<file path="src/rtl/stopwatch_counter.sv">
// Stopwatch timing stage: BCD SS.hh counter with start/stop/clear control and a
// multiplexed digit scan. Define LAP_EN to enable the lap (display freeze) state.
module stopwatch_counter #(
  parameter int TICK_DIV = 100000,
  parameter int SCAN_DIV = 10000
) (
  input  logic       clk,
  input  logic       rst,
  input  logic       start_stop,
  input  logic       clear,
  input  logic       lap,
  output logic       running,
  output logic       ovf,
  output logic [3:0] d3,
  output logic [3:0] d2,
  output logic [3:0] d1,
  output logic [3:0] d0,
  output logic [3:0] bcd,
  output logic [3:0] an,
  output logic       dp
);

  localparam int PW = (TICK_DIV > 2) ? $clog2(TICK_DIV) : 1;
  localparam int SW = (SCAN_DIV > 2) ? $clog2(SCAN_DIV) : 1;
  localparam logic [PW-1:0] PRE_MAX  = PW'(TICK_DIV - 1);
  localparam logic [SW-1:0] SCAN_MAX = SW'(SCAN_DIV - 1);

`ifdef LAP_EN
  localparam logic LAP_ON = 1'b1;
`else
  localparam logic LAP_ON = 1'b0;
`endif

  typedef enum logic [1:0] {ST_STOP, ST_RUN, ST_LAP} state_t;

  state_t          state, state_nxt;
  logic [PW-1:0]   presc_p0;
  logic [15:0]     cnt_p0;
  logic [15:0]     disp_p1;
  logic [SW-1:0]   scan_p0;
  logic [1:0]      sel_p0, sel_nxt;
  logic [16:0]     inc;
  logic            lap_go;
  logic            tick;

  // Ripple BCD increment over SS.hh; bit 16 flags the 59.99 -> 00.00 wrap.
  function automatic logic [16:0] bcd_inc(input logic [15:0] c);
    logic [15:0] r;
    logic        cy;
    r  = c;
    cy = 1'b0;
    if (c[3:0] != 4'd9) r[3:0] = c[3:0] + 4'd1;
    else begin
      r[3:0] = 4'd0;
      if (c[7:4] != 4'd9) r[7:4] = c[7:4] + 4'd1;
      else begin
        r[7:4] = 4'd0;
        if (c[11:8] != 4'd9) r[11:8] = c[11:8] + 4'd1;
        else begin
          r[11:8] = 4'd0;
          if (c[15:12] != 4'd5) r[15:12] = c[15:12] + 4'd1;
          else begin
            r[15:12] = 4'd0;
            cy       = 1'b1;
          end
        end
      end
    end
    return {cy, r};
  endfunction

  function automatic logic [3:0] digit_mux(input logic [15:0] d, input logic [1:0] s);
    return d[4*s +: 4];
  endfunction

  assign lap_go  = lap & LAP_ON;
  assign running = (state != ST_STOP);
  assign tick    = running && (presc_p0 == PRE_MAX);
  assign inc     = bcd_inc(cnt_p0);

  always_comb begin
    state_nxt = state;
    case (state)
      ST_STOP: if (start_stop && !clear) state_nxt = ST_RUN;
      ST_RUN: begin
        if (start_stop)  state_nxt = ST_STOP;
        else if (lap_go) state_nxt = ST_LAP;
      end
      ST_LAP: begin
        if (start_stop)  state_nxt = ST_STOP;
        else if (lap_go) state_nxt = ST_RUN;
      end
      default: state_nxt = ST_STOP;
    endcase
  end

  // Stage p0: control FSM, prescaler and count
  always_ff @(posedge clk) begin
    if (rst) begin
      state    <= ST_STOP;
      presc_p0 <= '0;
      cnt_p0   <= '0;
      ovf      <= 1'b0;
    end else begin
      state <= state_nxt;
      if (state == ST_STOP && clear) begin
        presc_p0 <= '0;
        cnt_p0   <= '0;
        ovf      <= 1'b0;
      end else if (running) begin
        presc_p0 <= tick ? '0 : presc_p0 + PW'(1);
        if (tick) begin
          cnt_p0 <= inc[15:0];
          if (inc[16]) ovf <= 1'b1;
        end
      end
    end
  end

  // Stage p1: display register, frozen while in lap
  always_ff @(posedge clk) begin
    if (rst)                  disp_p1 <= '0;
    else if (state != ST_LAP) disp_p1 <= cnt_p0;
  end

  assign {d3, d2, d1, d0} = disp_p1;

  assign sel_nxt = (scan_p0 == SCAN_MAX) ? sel_p0 + 2'd1 : sel_p0;

  // Stage p2: digit scan; outputs follow the next select so an and bcd move together
  always_ff @(posedge clk) begin
    if (rst) begin
      scan_p0 <= '0;
      sel_p0  <= 2'd0;
      an      <= 4'b0001;
      bcd     <= 4'd0;
      dp      <= 1'b0;
    end else begin
      scan_p0 <= (scan_p0 == SCAN_MAX) ? '0 : scan_p0 + SW'(1);
      sel_p0  <= sel_nxt;
      an      <= 4'b0001 << sel_nxt;
      bcd     <= digit_mux(disp_p1, sel_nxt);
      dp      <= (sel_nxt == 2'd2);
    end
  end

endmodule

</file>
<file path="config.mk">
export PLATFORM = sky130hd
export DESIGN_NAME = stopwatch_counter
export DESIGN_NICKNAME = d
export VERILOG_FILES = /design/src/rtl/stopwatch_counter.sv
export SDC_FILE = /design/constraint.sdc
export NUM_CORES = 1
export LEC_CHECK = 0
export CAP_MARGIN = 10
export CORE_MARGIN = 2
export CORE_UTILIZATION = 40
export CTS_BUF_LIST = sky130_fd_sc_hd__clkbuf_4 sky130_fd_sc_hd__clkbuf_8 sky130_fd_sc_hd__clkbuf_16
export DETAILED_ROUTE_END_ITERATION = 16
export PLACE_DENSITY = 0.6
export SLEW_MARGIN = 20
export SYNTH_ARGS = -nofsm -noshare
export SYNTH_HDL_FRONTEND = slang
export SYNTH_SLANG_ARGS = --single-unit
</file>
<file path="constraint.sdc">
create_clock -name clk -period 3.3 [get_ports clk]
set_input_delay 0.495 -clock clk [delete_from_list [all_inputs] [get_ports clk]]
set_output_delay 0.495 -clock clk [all_outputs]
set_load 0.02 [all_outputs]
</file>
# Word level (Yosys, flattened, before mapping)
# Index checks and enable logic that the tools add are counted.
# word_totals
elab_cells,65
register_bits,77
output_inout_bits,27
inputBits,5
# classes
n_bitwise,3
mux,13
reduce_logical,15
n_shift,2
n_eq_ne,12
n_addsub,7
# ops
operator,count
adder 17 x 1 -> 17 bit (second input constant),1
equality test 17 bit (second input constant),1
2-to-1 mux 17 bit,1
adder 4 x 1 -> 4 bit (second input constant),4
2-to-1 mux 4 bit,4
indexed part select 16 x 5 -> 4 bit,1
adder 14 x 1 -> 14 bit (second input constant),1
equality test 14 bit (second input constant),1
inequality test 4 bit (second input constant),3
2-to-1 mux 2 bit,3
AND reduction 3 bit,2
OR reduction 2 bit,3
AND reduction 5 bit,1
equality test 2 bit (second input constant),2
2-to-1 mux 1 bit,4
inequality test 2 bit (second input constant),2
inequality test 4 x 3 -> 1 bit (second input constant),1
one-hot mux 2 bit (2 select lines),1
AND reduction 2 bit,2
AND reduction 4 bit,1
<< shifter 1 x 2 -> 4 bit (first input constant),1
logical AND 1 bit,3
inverter 1 bit,3
adder 2 x 1 -> 2 bit (second input constant),1
5 further kinds,5

# Depth between registers and ports, before layout
# logic_depth
ltp_word,6
depth_mapped,8
ltp_nobuf,6

# Worst setup path after synthesis
# No wires, ideal clock.
# synth_timing
path_type,flip-flop to flip-flop
startpoint,register scan_p0[12]
endpoint,register bcd[2]
t_arrival_ns,1.966
synth_period_minus_slack_ns,2.087
path_stages_with_launch,7
setup_ns,0.121
t_required_ns,3.179
setup_slack_ns,1.213
n_path_buf,1
path_cell_list,dfxtp_1 -> or4_4 -> nor4_4 -> buf_6 -> mux2_1 -> a22oi_2 -> a21oi_2
# synth_via
elab_chain_len,3
# synth_rtl
element,line,source
"start, declared",40,logic [SW-1:0] scan_p0;
"start signal, assigned",139,scan_p0 <= (scan_p0 == SCAN_MAX) ? '0 : scan_p0 + SW'(1);
equality test 14 bit,128,assign sel_nxt = (scan_p0 == SCAN_MAX) ? sel_p0 + 2'd1 : sel_p0;
2-to-1 mux 2 bit,128,
indexed part select 16 x 5 -> 4 bit,73,return d[4*s +: 4];
"end signal, assigned",142,"bcd <= digit_mux(disp_p1, sel_nxt);"
"end, declared",18,"output logic [3:0] bcd,"
# No other way between the ends.
# A chain may end at the register's enable or synchronous reset.

# Final worst setup path
# layout_timing
startpoint,register scan_p0[12]
endpoint,register bcd[1]
# The elaborated chain is that of the path after synthesis.

==> impl_metrics.ini <==
[global_routing]
overflow = 0
grt_max_degree = 30
grtUsageTotal_pct = 15.1
grt_antenna_before_repair = 0
grt_pass1_vias = 2284
grt_pass1_wl_mm = 10.7

[critical_path]
reg2reg_from = scan_p0[12]$_SDFF_PP0_
worstSetupPathType = flip-flop to flip-flop
cp-end-kind = flip-flop
cp_max_fo = 22
worstPathRequired_ns = 3.52
rr_endpoint = bcd[1]$_SDFF_PP0_
endpoint = bcd[1]$_SDFF_PP0_
cp.arrival_ns = 2.43
cp-startpoint = scan_p0[12]$_SDFF_PP0_
reg2reg_slack_ns = 1.09
reg2reg_depth = 6
start_kind = flip-flop

[clock_tree]
clkSinkCount = 76
cts_setup_buffers = 0
numCtsBuffers = 9
cts_root_buf = clkbuf_8
cts_tree = done
hold_buffers = 0
htreeDepth = 3
clk_pin_slew_ns = 0.08
cts_max_path_buffers = 2
clock_latency_ns = 0.34
cts_resized = 0

[floorplan]
die_w_um = 94.7
fp.dieH_um = 94.7
coreArea_sq_mm = 0.00809
start_util_pct = 40.6
ioPinCount = 32
dieArea_sq_mm = 0.00896
rows = 33

[yosys]
synth_top_area_share_pct = 46.3
synth.avg_cell_area_sq_um = 9.24
synth_area_leaders = dfxtp_1 (46%), nor2_1 (6.7%), xnor2_1 (5.3%)
synth_most_common_cell = dfxtp_1
yosys-top-cells-count = dfxtp_1 (76), nor2_1 (59), nand2_1 (22)
syn_area_sq_mm = 0.00329
syn-num-nets = 363
netlist_instances = 356
synth_area_leader_cell = dfxtp_1
yosys_warnings = 0
synth_ff_type = dfxtp_1
synth_edf_count = 0
ys_types = 49
synth-seq-cells = 76
synthArstFlopShare_pct = 0
ys_seq_area_share_pct = 46.3

[timing]
rsz0062_at_grt = no
worst_slew_pin_slew_ns = 0.722
min_period_ns = 2.21
finalSetupTns_ns = 0
whs_ns = 0.460
slew_headroom_pct = 51.7
setup_viol = 0
post-route-period-util_pct = 66.9
clock_skew_ns = 0.00669
maxSlewViolCount = 0
max_freq_mhz = 453
hold_viol = 0

[power_and_ir_drop]
power.density_mw_per_mm2 = 450
peakVddDrop_uv = 254
p_leak_nw = 1.30

[drt]
dr.pass1.iters = 4
drt_wl_total_mm = 6.32
first_iter_violations = 86
wl_per_cell_um = 12.7
drc = 0
ant_nets = 0
vias_per_cell = 5.01
dr_total_vias = 2484

[placement]
dp.cells = 480
dp_hpwl_mm = 4.40
numPortBuffers = 30
dpl-instance-area_sq_mm = 0.00363
globalplace.congestion = 0.786

[finish]
fin_area_sq_mm = 0.00385
instances_no_fill = 496
fin_util_pct = 47.6
syn2layout_area_growth_pct = 17.2
layout.nets = 393
antennaDiodeCount = 0
drive_above_1_share_pct = 9.46

[worst_hold_path]
min-delay-path-class = flip-flop to flip-flop
worstHoldPathCells = 1

[status]
status = finished clean

[flow_run]
maxCapViolations = 0
layout by cell type, fill, tap and decap left out, types with 6 or more instances in the layout:
cell type,count
a21oi_1,20
and3_1,6
clkbuf_8,9
clkdlybuf4s50_1,30
dfxtp_1,76
inv_1,11
mux2_2,8
mux2i_1,9
nand2_1,22
nand3_1,13
nand4_1,12
nor2_1,59
nor2b_1,12
nor3_1,7
o21ai_0,7
xnor2_1,20
xor2_1,13
flip-flops by register name (all words and copies together) (netlist names):
name and flops:
dp 1, cnt_p0 16, state 1, an 4, presc_p0 17, ovf 1
bcd 4, disp_p1 16, sel_p0 2, scan_p0 14
worst max-delay path, cell delays in order, from the launching register on:
cell	delay, ns
dfxtp_1	0.34
or4_4	0.55
nor4_4	0.25
buf_4	0.29
mux2_2	0.37
a22oi_1	0.18
a21oi_1	0.09
cell families after synthesis:
| group | after synthesis | share of synthesized area [%] |
|---|---|---|
| buffers and inverters | 25 | 4.57 |
| adder cells (fa/ha/maj) | 2 | 0.761 |
| flip-flops | 76 | 46.3 |
| multiplexers | 21 | 6.85 |
| XOR/XNOR | 33 | 8.79 |
| AO/OA/AOI/OAI | 43 | 7.99 |
| AND/OR/NAND/NOR | 156 | 24.8 |
final cells by class:
class                           count  area (sq um)
Clock inverter                      6          88.8
Multi-Input combinational cell    255          1620
Tap cell                          105           131
Fill cell                         830          4240
Inverter                           11          41.3
Timing Repair Buffer               33           323
Sequential cell                    76          1520
Clock buffer                       10           131
layer usage:
layer	global-route usage [%]	part of all wire, %	up-vias
li1	-	-	1286
met1	19.0	49	1139
met2	24.6	45	51
met3	5.43	4.7	8
met4	3.99	1.1	0
met5	0	0	-
worst min path at each step:
stage	slack, ns	endpoint	start
after floorplan	0.41	scan_p0[0]$_SDFF_PP0_	scan_p0[0]$_SDFF_PP0_
after global placement	0.43	scan_p0[0]$_SDFF_PP0_	scan_p0[0]$_SDFF_PP0_
after detailed placement	0.45	scan_p0[0]$_SDFF_PP0_	scan_p0[0]$_SDFF_PP0_
after CTS	0.46	scan_p0[0]$_SDFF_PP0_	scan_p0[0]$_SDFF_PP0_
after global routing	0.48	scan_p0[0]$_SDFF_PP0_	scan_p0[0]$_SDFF_PP0_
final	0.46	scan_p0[0]$_SDFF_PP0_	scan_p0[0]$_SDFF_PP0_
stage by stage:
step / power (mW) / worst slack, ns
after floorplan: 0.974 / 1.21
after global placement: 0.984 / 1.11
after detailed placement: 0.986 / 1.12
after CTS: 1.76 / 1.09
after global routing: 1.81 / 0.917
final: 1.73 / 1.09
report_power, final:
part	switching, mW	internal [mW]
Combinational	0.0235	0.0135
Clock	0.337	0.434
Sequential	0.00528	0.921
Total	0.365	1.37
Power figures use the tool's default switching activity.
